<file path="src/rtl/chess_move_pkg.sv">
// Shared slot formats, piece codes and helpers for the move collector.
// Slot bus: eight 11-bit sliding/adjacent slots in the LSBs, then eight 8-bit knight slots.
package chess_move_pkg;

    localparam int NUM_SLOTS   = 16;
    localparam int NUM_SLIDE   = 8;
    localparam int SLOT_W      = 11;
    localparam int KSLOT_W     = 8;
    localparam int KNIGHT_BASE = NUM_SLIDE * SLOT_W;
    localparam int SLOT_BUS_W  = KNIGHT_BASE + NUM_SLIDE * KSLOT_W;

    localparam int SLOT_COLOR_BIT  = 10;
    localparam int SLOT_ORTH_BIT   = 9;
    localparam int SLOT_DIAG_BIT   = 8;
    localparam int SLOT_KING_BIT   = 7;
    localparam int SLOT_PAWN_BIT   = 6;
    localparam int KSLOT_COLOR_BIT = 7;

    localparam logic [SLOT_W-1:0]  EMPTY_MOVE        = '0;
    localparam logic [KSLOT_W-1:0] EMPTY_KNIGHT_MOVE = '0;

    localparam logic WHITE = 1'b1;
    localparam logic BLACK = 1'b0;

    typedef enum logic [2:0] {
        PC_PAWN   = 3'd0,
        PC_KNIGHT = 3'd1,
        PC_BISHOP = 3'd2,
        PC_ROOK   = 3'd3,
        PC_QUEEN  = 3'd4,
        PC_KING   = 3'd5
    } piece_e;

    typedef enum logic [1:0] {
        ST_IDLE,
        ST_SETTLE,
        ST_LOAD,
        ST_EMIT
    } coll_state_e;

    // Knight slots are zero-extended so every slot can be handled as 11 bits.
    function automatic logic [SLOT_W-1:0] slot_of(input logic [SLOT_BUS_W-1:0] bus,
                                                  input logic [3:0] idx);
        logic [SLOT_W-1:0] s;
        if (idx[3] == 1'b0) begin
            s = bus[int'(idx[2:0]) * SLOT_W +: SLOT_W];
        end else begin
            s = {3'b000, bus[KNIGHT_BASE + int'(idx[2:0]) * KSLOT_W +: KSLOT_W]};
        end
        return s;
    endfunction

    function automatic logic slot_colour(input logic [3:0] idx, input logic [SLOT_W-1:0] s);
        return idx[3] ? s[KSLOT_COLOR_BIT] : s[SLOT_COLOR_BIT];
    endfunction

    function automatic piece_e decode_piece(input logic [3:0] idx, input logic [SLOT_W-1:0] s);
        piece_e p;
        if (idx[3])                                  p = PC_KNIGHT;
        else if (s[SLOT_PAWN_BIT])                   p = PC_PAWN;
        else if (s[SLOT_KING_BIT])                   p = PC_KING;
        else if (s[SLOT_ORTH_BIT] && s[SLOT_DIAG_BIT]) p = PC_QUEEN;
        else if (s[SLOT_ORTH_BIT])                   p = PC_ROOK;
        else                                         p = PC_BISHOP;
        return p;
    endfunction

    function automatic logic [NUM_SLOTS-1:0] build_mask(input logic [SLOT_BUS_W-1:0] bus,
                                                        input logic colour);
        logic [NUM_SLOTS-1:0] m;
        logic [SLOT_W-1:0]    s;
        m = '0;
        for (int i = 0; i < NUM_SLOTS; i++) begin
            s    = slot_of(bus, 4'(i));
            m[i] = (s != EMPTY_MOVE) && (slot_colour(4'(i), s) == colour);
        end
        return m;
    endfunction

endpackage

</file>
<file path="src/rtl/move_collector_if.sv">
// Registered move stream from the collector to the search/evaluation stage.
interface move_collector_if;
    import chess_move_pkg::*;

    logic       mv_valid;
    logic       mv_ready;
    logic [5:0] mv_from;
    logic [5:0] mv_to;
    piece_e     mv_piece;
    logic       mv_capture;
    logic       mv_promo;

    modport master (
        output mv_valid, mv_from, mv_to, mv_piece, mv_capture, mv_promo,
        input  mv_ready
    );

    modport slave (
        input  mv_valid, mv_from, mv_to, mv_piece, mv_capture, mv_promo,
        output mv_ready
    );
endinterface

</file>
<file path="src/rtl/slot_prienc.sv">
// Lowest-index-first priority encoder over the per-square slot mask; purely combinational.
module slot_prienc
    import chess_move_pkg::*;
(
    input  logic [NUM_SLOTS-1:0] mask_i,
    output logic [3:0]           idx_o,
    output logic                 any_o
);

    always_comb begin
        idx_o = '0;
        for (int i = NUM_SLOTS - 1; i >= 0; i--) begin
            if (mask_i[i]) idx_o = 4'(i);
        end
        any_o = |mask_i;
    end

endmodule

</file>
<file path="src/rtl/move_collector.sv">
// Walks squares 0..63 through the external mux and serialises own-colour moves onto a valid/ready stream.
// Empty squares cost 2 cycles; beats are registered and held stable while mv_ready is low.
module move_collector
    import chess_move_pkg::*;
#(
    parameter int SETTLE_CYCLES = 8,
    parameter int CNT_W         = 8
) (
    input  logic                  clk,
    input  logic                  reset,
    input  logic                  start,
    input  logic                  engine_color,
    output logic [5:0]            sq_sel,
    input  logic [SLOT_BUS_W-1:0] slot_bus,
    input  logic [5:0]            sq_piece,
    move_collector_if.master      mv,
    output logic                  busy,
    output logic                  done,
    output logic [CNT_W-1:0]      move_count
);

    localparam int SET_W = (SETTLE_CYCLES > 0) ? $clog2(SETTLE_CYCLES + 1) : 1;

    coll_state_e           state_q, state_d;
    logic [SET_W-1:0]      settle_q, settle_d;
    logic [5:0]            sq_sel_q, sq_sel_d;
    logic [SLOT_BUS_W-1:0] slots_q, slots_d;
    logic                  cap_q, cap_d;
    logic [NUM_SLOTS-1:0]  mask_q, mask_d;
    logic                  busy_q, busy_d;
    logic                  done_q, done_d;
    logic [CNT_W-1:0]      cnt_q, cnt_d;
    logic                  vld_q, vld_d;
    logic [5:0]            from_q, from_d;
    logic [5:0]            to_q, to_d;
    piece_e                piece_q, piece_d;
    logic                  mcap_q, mcap_d;
    logic                  promo_q, promo_d;

    logic [3:0]        pe_idx;
    logic              pe_any;
    logic [SLOT_W-1:0] sel_slot;
    piece_e            sel_piece;
    logic              accept;

    slot_prienc u_prienc (
        .mask_i (mask_q),
        .idx_o  (pe_idx),
        .any_o  (pe_any)
    );

    assign sel_slot  = slot_of(slots_q, pe_idx);
    assign sel_piece = decode_piece(pe_idx, sel_slot);
    assign accept    = vld_q & mv.mv_ready;

    always_comb begin
        state_d  = state_q;
        settle_d = settle_q;
        sq_sel_d = sq_sel_q;
        slots_d  = slots_q;
        cap_d    = cap_q;
        mask_d   = mask_q;
        busy_d   = busy_q;
        done_d   = 1'b0;
        cnt_d    = cnt_q;
        vld_d    = vld_q;
        from_d   = from_q;
        to_d     = to_q;
        piece_d  = piece_q;
        mcap_d   = mcap_q;
        promo_d  = promo_q;

        if (accept && (cnt_q != '1)) cnt_d = cnt_q + {{(CNT_W-1){1'b0}}, 1'b1};

        case (state_q)
            ST_IDLE: begin
                if (start) begin
                    cnt_d    = '0;
                    settle_d = SET_W'(SETTLE_CYCLES);
                    busy_d   = 1'b1;
                    state_d  = ST_SETTLE;
                end
            end
            ST_SETTLE: begin
                if (settle_q == '0) begin
                    sq_sel_d = '0;
                    state_d  = ST_LOAD;
                end else begin
                    settle_d = settle_q - SET_W'(1);
                end
            end
            ST_LOAD: begin
                slots_d = slot_bus;
                cap_d   = |sq_piece;
                mask_d  = build_mask(slot_bus, engine_color);
                state_d = ST_EMIT;
            end
            ST_EMIT: begin
                // Output register refills only when empty or its beat is leaving.
                if (!vld_q || accept) begin
                    if (pe_any) begin
                        vld_d          = 1'b1;
                        mask_d[pe_idx] = 1'b0;
                        from_d         = sel_slot[5:0];
                        to_d           = sq_sel_q;
                        piece_d        = sel_piece;
                        mcap_d         = cap_q;
                        promo_d        = (sel_piece == PC_PAWN) &&
                                         ((sq_sel_q[5:3] == 3'd0) || (sq_sel_q[5:3] == 3'd7));
                    end else begin
                        vld_d = 1'b0;
                        if (sq_sel_q == 6'd63) begin
                            busy_d  = 1'b0;
                            done_d  = 1'b1;
                            state_d = ST_IDLE;
                        end else begin
                            sq_sel_d = sq_sel_q + 6'd1;
                            state_d  = ST_LOAD;
                        end
                    end
                end
            end
            default: state_d = ST_IDLE;
        endcase
    end

    always_ff @(posedge clk) begin
        if (reset) begin
            state_q  <= ST_IDLE;
            settle_q <= '0;
            sq_sel_q <= '0;
            slots_q  <= '0;
            cap_q    <= 1'b0;
            mask_q   <= '0;
            busy_q   <= 1'b0;
            done_q   <= 1'b0;
            cnt_q    <= '0;
            vld_q    <= 1'b0;
            from_q   <= '0;
            to_q     <= '0;
            piece_q  <= PC_PAWN;
            mcap_q   <= 1'b0;
            promo_q  <= 1'b0;
        end else begin
            state_q  <= state_d;
            settle_q <= settle_d;
            sq_sel_q <= sq_sel_d;
            slots_q  <= slots_d;
            cap_q    <= cap_d;
            mask_q   <= mask_d;
            busy_q   <= busy_d;
            done_q   <= done_d;
            cnt_q    <= cnt_d;
            vld_q    <= vld_d;
            from_q   <= from_d;
            to_q     <= to_d;
            piece_q  <= piece_d;
            mcap_q   <= mcap_d;
            promo_q  <= promo_d;
        end
    end

    assign sq_sel        = sq_sel_q;
    assign busy          = busy_q;
    assign done          = done_q;
    assign move_count    = cnt_q;
    assign mv.mv_valid   = vld_q;
    assign mv.mv_from    = from_q;
    assign mv.mv_to      = to_q;
    assign mv.mv_piece   = piece_q;
    assign mv.mv_capture = mcap_q;
    assign mv.mv_promo   = promo_q;

endmodule

</file>
<file path="src/flat_wrapper.sv">
// flat-port wrapper written by rule: the top's interface ports become plain ports
module move_collector_flat import chess_move_pkg::*;
#(
    parameter int SETTLE_CYCLES = 8,
    parameter int CNT_W         = 8
)
  (clk, reset, start, engine_color, sq_sel, slot_bus, sq_piece, busy, done, move_count, mv_mv_valid, mv_mv_from, mv_mv_to, mv_mv_piece, mv_mv_capture, mv_mv_promo, mv_mv_ready);
  move_collector_if mv_i ();
  input  logic clk;
  input  logic reset;
  input  logic start;
  input  logic engine_color;
  output logic [5:0] sq_sel;
  input  logic [SLOT_BUS_W-1:0] slot_bus;
  input  logic [5:0] sq_piece;
  output logic busy;
  output logic done;
  output logic [CNT_W-1:0] move_count;
  output wire logic [$bits(mv_i.mv_valid)-1:0] mv_mv_valid;
  output wire logic [$bits(mv_i.mv_from)-1:0] mv_mv_from;
  output wire logic [$bits(mv_i.mv_to)-1:0] mv_mv_to;
  output wire logic [$bits(mv_i.mv_piece)-1:0] mv_mv_piece;
  output wire logic [$bits(mv_i.mv_capture)-1:0] mv_mv_capture;
  output wire logic [$bits(mv_i.mv_promo)-1:0] mv_mv_promo;
  input wire logic [$bits(mv_i.mv_ready)-1:0] mv_mv_ready;
  assign mv_mv_valid = mv_i.mv_valid;
  assign mv_mv_from = mv_i.mv_from;
  assign mv_mv_to = mv_i.mv_to;
  assign mv_mv_piece = mv_i.mv_piece;
  assign mv_mv_capture = mv_i.mv_capture;
  assign mv_mv_promo = mv_i.mv_promo;
  assign mv_i.mv_ready = mv_mv_ready;
  move_collector #(.SETTLE_CYCLES(SETTLE_CYCLES), .CNT_W(CNT_W)) u_core (.clk(clk), .reset(reset), .start(start), .engine_color(engine_color), .sq_sel(sq_sel), .slot_bus(slot_bus), .sq_piece(sq_piece), .mv(mv_i), .busy(busy), .done(done), .move_count(move_count));
endmodule
</file>
<file path="config.mk">
export PLATFORM = sky130hd
export DESIGN_NAME = move_collector_flat
export DESIGN_NICKNAME = d
export VERILOG_FILES = /design/src/rtl/chess_move_pkg.sv /design/src/rtl/move_collector_if.sv /design/src/rtl/slot_prienc.sv /design/src/rtl/move_collector.sv /design/src/flat_wrapper.sv
export SDC_FILE = /design/constraint.sdc
export NUM_CORES = 1
export LEC_CHECK = 0
export BUFFER_PORTS_ARGS = -buffer_cell sky130_fd_sc_hd__buf_2
export CAP_MARGIN = 20
export CORE_ASPECT_RATIO = 0.9
export CORE_MARGIN = 2
export CORE_UTILIZATION = 58
export CTS_CLUSTER_SIZE = 40
export DETAILED_ROUTE_END_ITERATION = 10
export MAX_ROUTING_LAYER = met4
export PLACE_DENSITY = 0.85
export SETUP_SLACK_MARGIN = 0.15
export SLEW_MARGIN = 5
export SYNTH_ARGS = -nofsm -noshare
export SYNTH_HDL_FRONTEND = slang
export SYNTH_HIERARCHICAL = 1
export SYNTH_SLANG_ARGS = --single-unit
</file>
<file path="constraint.sdc">
create_clock -name clk -period 5.1 [get_ports clk]
set_input_delay 1.53 -clock clk [delete_from_list [all_inputs] [get_ports clk]]
set_output_delay 1.53 -clock clk [all_outputs]
set_load 0.02 [all_outputs]
</file>
==> results of run 1 <==
## per-layer routing
layer / up-vias / wire length (um) / global-route usage, % / part of all wire [%]
li1: 4038 / - / - / -
met1: 4033 / 9920 / 39.7 / 40
met2: 477 / 11900 / 50.8 / 48
met3: 62 / 2250 / 5.39 / 9.1
met4: 0 / 660 / 12.0 / 2.7
met5: - / 0 / - / 0
## power by group
group / switching [mW] / total [mW] / leakage (nW) / internal [mW]
logic: 1.08 / 1.78 / 1.97 / 0.698
clock network: 0.600 / 1.39 / 0.302 / 0.793
registers: 0.168 / 1.88 / 1.56 / 1.72
## worst reg2reg max path: cells and delay by family, from the launching register on
kind                   cells  cell delay, ns
muxes                      2            1.13
AOI/OAI and AO/OA          4            1.14
and+or+nand+nor            1            0.09
DFF                        1            0.40
buffers and inverters      1            0.47
## stage by stage
| step | hold WS, ns | instance area [sq um] | cells |
|---|---|---|---|
| after floorplan | 0.432 | 8830 | 1068 |
| after global placement | 0.439 | 9830 | 1392 |
| after detailed placement | 0.444 | 9830 | 1392 |
| after CTS | 0.453 | 10400 | 1424 |
| after global routing | 0.469 | 10500 | 1425 |
| final | 0.457 | 10500 | 1425 |
## layout make-up
type / instances / area [sq um]
repair buffers: 206 / 1090
multi-input cells: 784 / 4610
clock inverters: 14 / 178
flip-flops and latches: 193 / 3860
clock buffers: 18 / 439
inverters: 12 / 45.0
well taps: 198 / 248
fillers: 1172 / 4350
## synth_stat cells (2+ instances only)
master    number  area, sq um
nand2_1      323         1210
nor3b_1        2         15.0
and2_1        17          106
nand4b_1       2         17.5
clkbuf_1      57          214
a211oi_1       9         67.6
or3_1          5         31.3
ha_1           3         37.5
xnor2_1        6         52.6
o211ai_1       9         67.6
nand2b_1       5         31.3
nor2b_1        3         18.8
o31ai_1        5         37.5
o21ai_0       23          115
a21oi_1      183          916
mux4_2        39          878
buf_1          3         11.3
nand3_1       16         80.1
buf_4          6         45.0
xor2_1         2         17.5
mux2i_1        2         20.0
nand4_1        3         18.8
nor2_1        38          143
o311ai_0       8         70.1
or4_1          5         37.5
buf_6          4         45.0
buf_2          9         45.0
a311oi_1       9         78.8
a31oi_1        2         12.5
nor4_1        28          175
nor3_1        17         85.1
dfxtp_1      193         3860
o22ai_1        2         12.5
o21ai_1        2         10.0
inv_1         11         41.3
## state kept, by name (all words and copies together), names as in the netlist
signal                flops
u_core/busy               1
u_core/mv.mv_capture      1
u_core/settle_q           4
u_core/mv.mv_to           6
u_core/move_count         8
u_core/mv.mv_promo        1
u_core/mv.mv_valid        1
u_core/state_q            2
u_core/mask_q            16
u_core/mv.mv_piece        3
u_core/sq_sel             6
u_core/mv.mv_from         6
u_core/done               1
u_core/slots_q          136
u_core/cap_q              1
## logic make-up (layout without fill, tap and decap cells)
family	Yosys count	after routing	share of synthesized area (%)
AOI/OAI and AO/OA	260	260	16.7
DFF	193	193	43.7
muxes	43	43	10.7
and+or+nand+nor	470	470	23.1
buffers and inverters	91	250	4.59
xor gates and xnor gates	8	8	0.793
adders and majority gates	3	3	0.425
## final timing paths
path	start	slack (ns)	endpoint
max	u_core/mask_q[13]$_SDFFE_PP0P_	1.71	u_core/mv.mv_from[0]$_SDFFE_PP0P_
min	u_core/slots_q[127]$_SDFFE_PP0P_	0.46	u_core/slots_q[127]$_SDFFE_PP0P_
max reg2reg	u_core/mask_q[13]$_SDFFE_PP0P_	1.71	u_core/mv.mv_from[0]$_SDFFE_PP0P_
min reg2reg	u_core/slots_q[127]$_SDFFE_PP0P_	0.46	u_core/slots_q[127]$_SDFFE_PP0P_
==> impl_metrics.env, run 1 <==
export IMPL_tns_ns=0
export IMPL_synth_cells=1068
export IMPL_initial_core_util_pct=59.6
export IMPL_drt_pass1_iterations=7
export IMPL_drv_cap=0
export IMPL_syn_nets=1234
export IMPL_num_vias=8610
export IMPL_layout_commonest_cell="nand2_1"
export IMPL_grt_pass1_vias=7817
export IMPL_cts_sinks=193
export IMPL_final_max_slew_viol_count=0
export IMPL_peakVddDrop_mv=0.286
export IMPL_cts_buffers=17
export IMPL_clk_pin_slew_ns=0.07
export IMPL_antenna_found_initial=0
export IMPL_crit_fanout=23
export IMPL_cp_common_cell="a21oi_1"
export IMPL_hold_depth=2
export IMPL_ys_flop_type="dfxtp_1"
export IMPL_htreeDepth=4
export IMPL_leakage_nw=3.84
export IMPL_ys_types=52
export IMPL_fin_nets=1380
export IMPL_cts_tree="done"
export IMPL_dp_hpwl_um=17700
export IMPL_synth_edf_count=0
export IMPL_crit_buf_inv=1
export IMPL_drc=0
export IMPL_via_per_inst=6.04
export IMPL_cts_resized=0
export IMPL_grt_max_degree=116
export IMPL_chipHeight_um=121
export IMPL_crit_family="compound AO/OA/AOI/OAI gates"
export IMPL_min_period_over_period_pct=66.5
export IMPL_place_ws_ns=1.74
export IMPL_portBuffers=196
export IMPL_syn2layout_area_growth_pct=18.6
export IMPL_slew_headroom_pct=34.9
export IMPL_synth_seq_cells=193
export IMPL_end_kind="register"
export IMPL_path_cells="a21oi_1 -> o311a_1 -> o22ai_4 -> buf_4 -> mux4_1 -> mux4_2 -> nand2_1 -> a21oi_1"
export IMPL_async_reset_ff_share_pct=0
export IMPL_worstPathRequired_ns=5.38
export IMPL_grt_overflow=0
export IMPL_rows=42
export IMPL_wire_per_inst_um=17.4
export IMPL_setup_violations=0
export IMPL_io_pins=197
export IMPL_max_stage_delay_ns=0.69
export IMPL_drt_first_iter_violations=733
export IMPL_worstRegToRegCells=8
export IMPL_status="complete, no violations"
export IMPL_path_class="reg2reg"
export IMPL_clock_latency_ns=0.44
export IMPL_total_power_mw=5.06
export IMPL_cts_setup_buffers=0
export IMPL_finalCoreUtilization_pct=70.7
export IMPL_critPathSlowestCell="o22ai_4"
export IMPL_rsz0062_at_grt="false"
export IMPL_die_x_um=134
export IMPL_hold_buffers=0
export IMPL_fmax_mhz=295
export IMPL_routed_wl_um=24700
export IMPL_die_area_sq_um=16200
export IMPL_arrival_ns=3.67
export IMPL_startpoint_type="register"
export IMPL_grt_use_total_pct=31.3
export IMPL_path_depth=8
export IMPL_syn_area_sq_um=8830
export IMPL_layout_drive_gt1_share_pct=23.6
export IMPL_period_needed_ns=3.39
export IMPL_grt_pass1_wl_um=38800
export IMPL_final_hold_violation_count=0
export IMPL_finClkSkew_ns=0.0108
export IMPL_synth_seq_area_share_pct=43.7
export IMPL_layout_common_cells="322 x nand2_1, 195 x buf_2, 193 x dfxtp_1"
export IMPL_cts_root_buf="clkbuf_16"
export IMPL_insertedDiodeCount=0
export IMPL_gp_congestion=0.916
export IMPL_timing_worst_slew_pin_value_ns=0.971
export IMPL_ant_nets=0
export IMPL_cts_buffer_depth=2
export IMPL_ys_warn_count=6
export IMPL_syn_avg_cell_area_sq_um=8.27
export IMPL_coreArea_sq_um=14800
export IMPL_hp_class="reg2reg"
export IMPL_timing_final_ws_setup_ns=1.71
export IMPL_p_per_area_nw_per_um2=483
Note: power is estimated with default switching activity, not from simulation.
==> inputs of run 2 (changes only) <==
ABC_AREA = 1   (was not set)
CORE_UTILIZATION = 55   (was 58)
PLACE_DENSITY = 0.81   (was 0.85)
clock period = 3.29 ns   (was 5.1 ns; I/O delays follow)
==> run 2 against run 1 <==
Net effect:
- wire length rose by 11%
- largest power group is now combinational cells
- final cell count rose by 17%
- critical endpoint is now u_core/mv.mv_from[2]$_SDFFE_PP0P_
- core utilization fell by 4.7 points
- final area rose by 1.3%
- global-route usage rose by 0.95 points
- first-iteration DRC count rose by 43%
- clock-buffer cell count did not move
==> impl_metrics.env, run 2 <==
export IMPL_final_hold_violation_count=0
export IMPL_crit_fanout=26
export IMPL_p_seq_share_pct=35.1
export IMPL_finalCoreUtilization_pct=66.0
export IMPL_synth_top_area_cell="dfxtp_1"
export IMPL_insertedDiodeCount=0
export IMPL_num_vias=9458
export IMPL_clk_pin_slew_ns=0.07
export IMPL_final_max_slew_viol_count=0
export IMPL_wire_per_inst_um=16.4
export IMPL_cts_setup_buffers=0
export IMPL_synthTopCellsByCount="315 x nor2_1, 206 x nand2_1, 193 x dfxtp_1"
export IMPL_fillers=1446
export IMPL_power_frac_clock_pct=20.8
export IMPL_ys_warn_count=6
export IMPL_fmax_mhz=365
export IMPL_syn2layout_area_growth_pct=18.0
export IMPL_synth_most_common_cell="nor2_1"
export IMPL_rows=44
export IMPL_via_per_inst=5.68
export IMPL_ant_nets=0
export IMPL_cts_sinks=193
export IMPL_path_depth=21
export IMPL_portBuffers=196
export IMPL_peakVddDrop_mv=0.741
export IMPL_min_period_over_period_pct=83.4
export IMPL_max_stage_delay_ns=0.39
export IMPL_total_power_mw=10.1
export IMPL_leakage_nw=4.89
export IMPL_crit_buf_inv=3
export IMPL_critPathSlowestCell="dfxtp_1"
export IMPL_p_per_area_nw_per_um2=955
export IMPL_die_x_um=139
export IMPL_period_needed_ns=2.74
export IMPL_drc=0
export IMPL_layout_common_cells="315 x nor2_1, 206 x nand2_1, 196 x buf_2"
export IMPL_synth_seq_cells=193
export IMPL_worstPathRequired_ns=3.65
export IMPL_hold_buffers=0
export IMPL_async_reset_ff_share_pct=0
export IMPL_layout_drive_gt1_share_pct=18.4
export IMPL_die_area_sq_um=17400
export IMPL_timing_worst_slew_pin_value_ns=0.745
export IMPL_cp_common_cell="nand2_1"
export IMPL_synth_cells=1292
export IMPL_initial_core_util_pct=55.9
export IMPL_place_ws_ns=0.661
export IMPL_ys_flop_type="dfxtp_1"
export IMPL_cts_resized=0
export IMPL_multi_input_area_sq_um=4550
export IMPL_cts_root_buf="clkbuf_16"
export IMPL_clock_latency_ns=0.45
export IMPL_arrival_ns=3.10
export IMPL_syn_area_sq_um=8990
export IMPL_internal_power_mw=5.43
export IMPL_syn_nets=1458
export IMPL_synth_top_area_share_pct=43.0
export IMPL_drt_first_iter_violations=1047
export IMPL_synth_seq_area_share_pct=43.0
export IMPL_worstRegToRegCells=21
export IMPL_startpoint_type="register"
export IMPL_layout_commonest_cell="nor2_1"
export IMPL_grt_use_total_pct=32.3
export IMPL_dp_hpwl_um=19500
export IMPL_pwr_share_comb_pct=44.1
export IMPL_cts_buffers=17
export IMPL_synth_edf_count=0
export IMPL_coreArea_sq_um=16100
export IMPL_timing_final_ws_setup_ns=0.548
export IMPL_gp_congestion=0.988
export IMPL_grt_overflow=0
export IMPL_hold_depth=2
export IMPL_drt_pass1_iterations=6
export IMPL_status="complete, no violations"
export IMPL_cts_tree="done"
export IMPL_chipHeight_um=125
export IMPL_htreeDepth=4
export IMPL_rsz0062_at_grt="false"
export IMPL_largest_register_ffs=136
export IMPL_grt_pass1_wl_um=43900
export IMPL_end_kind="register"
export IMPL_grt_pass1_vias=8412
export IMPL_synth_area_leaders="dfxtp_1 43%, nor2_1 13%, o21ai_0 9.1%"
export IMPL_tns_ns=0
export IMPL_slew_headroom_pct=50.1
export IMPL_p_sw_mw=4.69
export IMPL_regMostFlops="u_core/slots_q"
export IMPL_path_cells="inv_1 -> nand2_1 -> nand2_1 -> nand2_1 -> nand2_1 -> nand2_1 -> nand2_1 -> nand2_1 -> nand2_1 -> nand2_1 -> nand2_1 -> nand2_1 -> nand2_1 -> a21oi_2 -> buf_4 -> inv_2 -> nor2_8 -> a22oi_1 -> a21oi_1 -> nor2_1 -> a21oi_1"
export IMPL_fin_nets=1612
export IMPL_seq_area_sq_um=3860
export IMPL_cts_buffer_depth=2
export IMPL_antenna_found_initial=0
export IMPL_finClkSkew_ns=0.0130
export IMPL_syn_avg_cell_area_sq_um=6.96
export IMPL_io_pins=197
export IMPL_hp_class="reg2reg"
export IMPL_p_sw_share_pct=46.3
export IMPL_ys_types=35
export IMPL_grt_max_degree=143
export IMPL_drv_cap=0
export IMPL_routed_wl_um=27400
export IMPL_crit_family="simple AND/OR/NAND/NOR gates"
export IMPL_setup_violations=0
export IMPL_path_class="reg2reg"
## run 2: cell types whose count changed after synthesis, sizes merged, moves of 10 or more
cell | before | now
inv | 12 | 62
a31oi | 3 | 13
a22oi | 1 | 48
mux4 | 40 | 0
buf | 22 | 32
nand2 | 323 | 207
and2 | 17 | 0
nand3 | 16 | 46
o21ai | 26 | 174
clkbuf | 57 | 43
nor2 | 39 | 322
a21oi | 183 | 48
## run 2: worst register-to-register path: cells and delay by family, from the launching register on
family,cells,cell delay [ns]
AOI/OAI and AO/OA,4,0.75
buffers and inverters,3,0.46
DFF,1,0.39
and+or+nand+nor,14,1.09
## run 2: worst paths after layout
path              slack (ns)                                end                           start
hold reg to reg         0.46           u_core/busy$_SDFFE_PP0P_        u_core/busy$_SDFFE_PP0P_
setup reg to reg        0.55  u_core/mv.mv_from[2]$_SDFFE_PP0P_  u_core/mask_q[13]$_SDFFE_PP0P_
setup / recovery        0.55  u_core/mv.mv_from[2]$_SDFFE_PP0P_  u_core/mask_q[13]$_SDFFE_PP0P_
hold / removal          0.46           u_core/busy$_SDFFE_PP0P_        u_core/busy$_SDFFE_PP0P_
## run 2: power by group through the flow
stage          logic [mW]  registers (mW)  clock network, mW
3_3_place_gp         4.23            3.58                  0
2_1_floorplan        3.30            3.39                  0
4_1_cts              4.38            3.52               2.12
3_5_place_dp         4.33            3.56                  0
5_1_grt              4.93            3.61               2.22
6_report             4.46            3.56               2.10
## run 2: cells by family after synthesis
family	Yosys count	share of synthesized area [%]
adders and majority gates	3	0.418
DFF	193	43.0
and+or+nand+nor	642	29.7
xor gates and xnor gates	18	1.75
AOI/OAI and AO/OA	299	18.7
buffers and inverters	137	6.47
## run 2: area by class of cell
| cell class | count | area share (%) |
|---|---|---|
| Timing Repair Buffer | 210 | 10.4 |
| Tap cell | 207 | 2.44 |
| Clock inverter | 14 | 1.58 |
| Clock buffer | 18 | 4.05 |
| Multi-Input combinational cell | 962 | 42.9 |
| Inverter | 62 | 2.23 |
| Sequential cell | 193 | 36.4 |
## run 2: routing by layer
layer	up-vias	GRT usage, %	part of all wire [%]
met1	4287	44.8	44
met4	0	9.63	2.3
li1	4626	-	-
met5	-	-	0
met3	58	6.13	9.3
met2	487	48.2	44
## run 2: through the flow
step	instances	hold WS, ns	instance area [sq um]
after floorplan	1292	0.450	8990
after global placement	1634	0.450	10000
after detailed placement	1634	0.453	10000
after CTS	1666	0.465	10600
after global routing	1666	0.499	10600
final	1666	0.462	10600
==> inputs of run 3 (changes only) <==
ABC_AREA = 0   (was 1)
CORE_UTILIZATION = 49   (was 55)
PLACE_DENSITY = 0.76   (was 0.81)
clock period = 2.5 ns   (was 3.29 ns; I/O delays follow)
==> run 3 against run 2 <==
Net effect:
- sequential power increased by 7.9%
- final cell count shrank 9.9%
- clock skew decreased by 0.0055 ns
- the run now ends with negative setup slack left
==> impl_metrics.env, run 3 (synthesis results as in run 1) <==
export IMPL_die_x_um=146
export IMPL_drt_first_iter_violations=932
export IMPL_crit_fanout=6
export IMPL_finalCoreUtilization_pct=62.2
export IMPL_pwr_share_comb_pct=40.5
export IMPL_rsz0062_at_grt="true"
export IMPL_num_vias=8664
export IMPL_peakVddDrop_mv=0.652
export IMPL_worstRegToRegCells=10
export IMPL_max_stage_delay_ns=0.54
export IMPL_portBuffers=196
export IMPL_place_ws_ns=-0.00101
export IMPL_period_needed_ns=2.61
export IMPL_chipHeight_um=131
export IMPL_cts_sinks=193
export IMPL_endpoint="u_core/mv.mv_from[1]$_SDFFE_PP0P_"
export IMPL_insertedDiodeCount=0
export IMPL_drc=0
export IMPL_final_max_slew_viol_count=0
export IMPL_p_seq_share_pct=34.0
export IMPL_gp_congestion=0.934
export IMPL_p_per_area_nw_per_um2=1030
export IMPL_clock_latency_ns=0.43
export IMPL_tns_ns=-0.780
export IMPL_status="finished, violations left"
export IMPL_syn2layout_area_growth_pct=24.4
export IMPL_fin_nets=1414
export IMPL_end_kind="register"
export IMPL_htreeDepth=4
export IMPL_routed_wl_um=26600
export IMPL_coreArea_sq_um=17700
export IMPL_ant_nets=0
export IMPL_via_per_inst=5.77
export IMPL_crit_start="u_core/mask_q[14]$_SDFFE_PP0P_"
export IMPL_stdcell_count=1501
export IMPL_cts_buffers=17
export IMPL_drv_cap=0
export IMPL_io_pins=197
export IMPL_wire_per_inst_um=17.7
export IMPL_p_sw_share_pct=36.5
export IMPL_largest_register_ffs=136
export IMPL_layout_commonest_cell="nand2_1"
export IMPL_dp_hpwl_um=19100
export IMPL_power_frac_clock_pct=25.5
export IMPL_dp_cells=1456
export IMPL_regMostFlops="u_core/slots_q"
export IMPL_rows=46
export IMPL_r2r_start="u_core/mask_q[14]$_SDFFE_PP0P_"
export IMPL_path_cells="inv_2 -> a21oi_2 -> o311a_1 -> o22ai_4 -> buf_12 -> buf_12 -> mux4_2 -> mux4_2 -> nand2_2 -> a21oi_2"
export IMPL_grt_overflow=0
export IMPL_rrSetupSlack_ns=-0.11
export IMPL_layout_drive_gt1_share_pct=27.8
export IMPL_internal_power_mw=7.17
export IMPL_fmax_mhz=383
export IMPL_violations="negative setup slack"
export IMPL_grt_max_degree=87
export IMPL_antenna_found_initial=0
export IMPL_p_sw_mw=4.12
export IMPL_initial_core_util_pct=50.0
export IMPL_finClkSkew_ns=0.00748
export IMPL_min_period_over_period_pct=105
export IMPL_critPathSlowestCell="mux4_2"
export IMPL_setup_violations=10
export IMPL_die_area_sq_um=19100
export IMPL_hp_class="reg2reg"
export IMPL_path_class="reg2reg"
export IMPL_timing_worst_slew_pin_value_ns=0.630
export IMPL_drt_pass1_iterations=5
export IMPL_leakage_nw=4.05
export IMPL_cts_buffer_depth=2
export IMPL_slew_headroom_pct=58.0
export IMPL_hold_buffers=0
export IMPL_grt_use_total_pct=28.0
export IMPL_worstPathRequired_ns=2.81
export IMPL_arrival_ns=2.92
export IMPL_cts_tree="done"
export IMPL_grt_pass1_wl_um=41400
export IMPL_final_hold_violation_count=0
export IMPL_clk_pin_slew_ns=0.07
export IMPL_timing_final_ws_setup_ns=-0.114
export IMPL_r2r_end="u_core/mv.mv_from[1]$_SDFFE_PP0P_"
export IMPL_layout_common_cells="316 x nand2_1, 195 x buf_2, 189 x dfxtp_1"
export IMPL_startpoint_type="register"
export IMPL_grt_pass1_vias=7929
export IMPL_cts_root_buf="clkbuf_16"
==> run 3: cell count changes in the layout (fill, tap and decap cells not counted), moves of 17 or more <==
cell     delta
nor2_1    -278
o21ai_0   -141
a21oi_1   +128
nand2_1   +110
a22oi_1    -48
mux4_2     +40
inv_1      -38
nand3_1    -30
buf_4      +18
and2_1     +17
==> run 3: worst min path at each step <==
stage                                         to                             start  depth (start not counted)  slack (ns)
2_1_floorplan  u_core/mv.mv_capture$_SDFFE_PP0P_         u_core/cap_q$_SDFFE_PP0P_                          2        0.43
3_3_place_gp     u_core/mv.mv_to[4]$_SDFFE_PP0P_   u_core/mv.mv_to[4]$_SDFFE_PP0P_                          2        0.44
3_5_place_dp     u_core/mv.mv_to[2]$_SDFFE_PP0P_   u_core/mv.mv_to[2]$_SDFFE_PP0P_                          2        0.45
4_1_cts          u_core/mv.mv_to[2]$_SDFFE_PP0P_   u_core/mv.mv_to[2]$_SDFFE_PP0P_                          2        0.46
5_1_grt         u_core/slots_q[143]$_SDFFE_PP0P_  u_core/slots_q[143]$_SDFFE_PP0P_                          2        0.48
6_report         u_core/mv.mv_to[2]$_SDFFE_PP0P_   u_core/mv.mv_to[2]$_SDFFE_PP0P_                          2        0.45
==> run 3: per-stage QoR <==
stage	area, sq um	hold slack (ns)	power [mW]
after floorplan	8840	0.432	6.68
after global routing	11000	0.477	11.8
after CTS	10900	0.456	11.0
after global placement	10100	0.441	7.72
after detailed placement	10100	0.446	7.78
final	11000	0.451	11.3
==> run 3: routing by layer <==
metal,vias up,part of all wire [%],global-route usage (%)
met1,4075,42,36.4
met5,-,0,-
li1,4107,-,-
met3,60,7.7,5.52
met4,0,3.3,10.1
met2,422,47,43.7
==> run 3: final cells by class <==
type | count | area, sq um
fillers | 1518 | 6680
multi-input cells | 784 | 4680
flip-flops and latches | 193 | 3870
repair buffers | 240 | 1470
clock buffers | 17 | 425
well taps | 240 | 300
clock inverters | 15 | 201
inverters | 12 | 45.0
==> run 3: repair_timing <==
action	CTS	global route
endpoints found under the setup margin	12	32
gates cloned	1	1
setup buffers	9	2
pin swaps	3	7
gates resized for setup	14	18
==> run 3: critical path, delay by kind of cell (launching register included) <==
family	cells	cell delay [ns]
and+or+nand+nor	1	0.08
DFF	1	0.34
AOI/OAI and AO/OA	4	0.72
muxes	2	1.03
buffers and inverters	3	0.32
==> run 3: power groups by stage <==
stage | Combinational (mW) | Sequential [mW] | Clock (mW)
floorplan | 2.93 | 3.75 | 0
global placement | 3.84 | 3.89 | 0
detailed placement | 3.89 | 3.88 | 0
CTS | 4.29 | 3.82 | 2.91
global route | 4.89 | 3.86 | 3.05
finish | 4.57 | 3.84 | 2.88
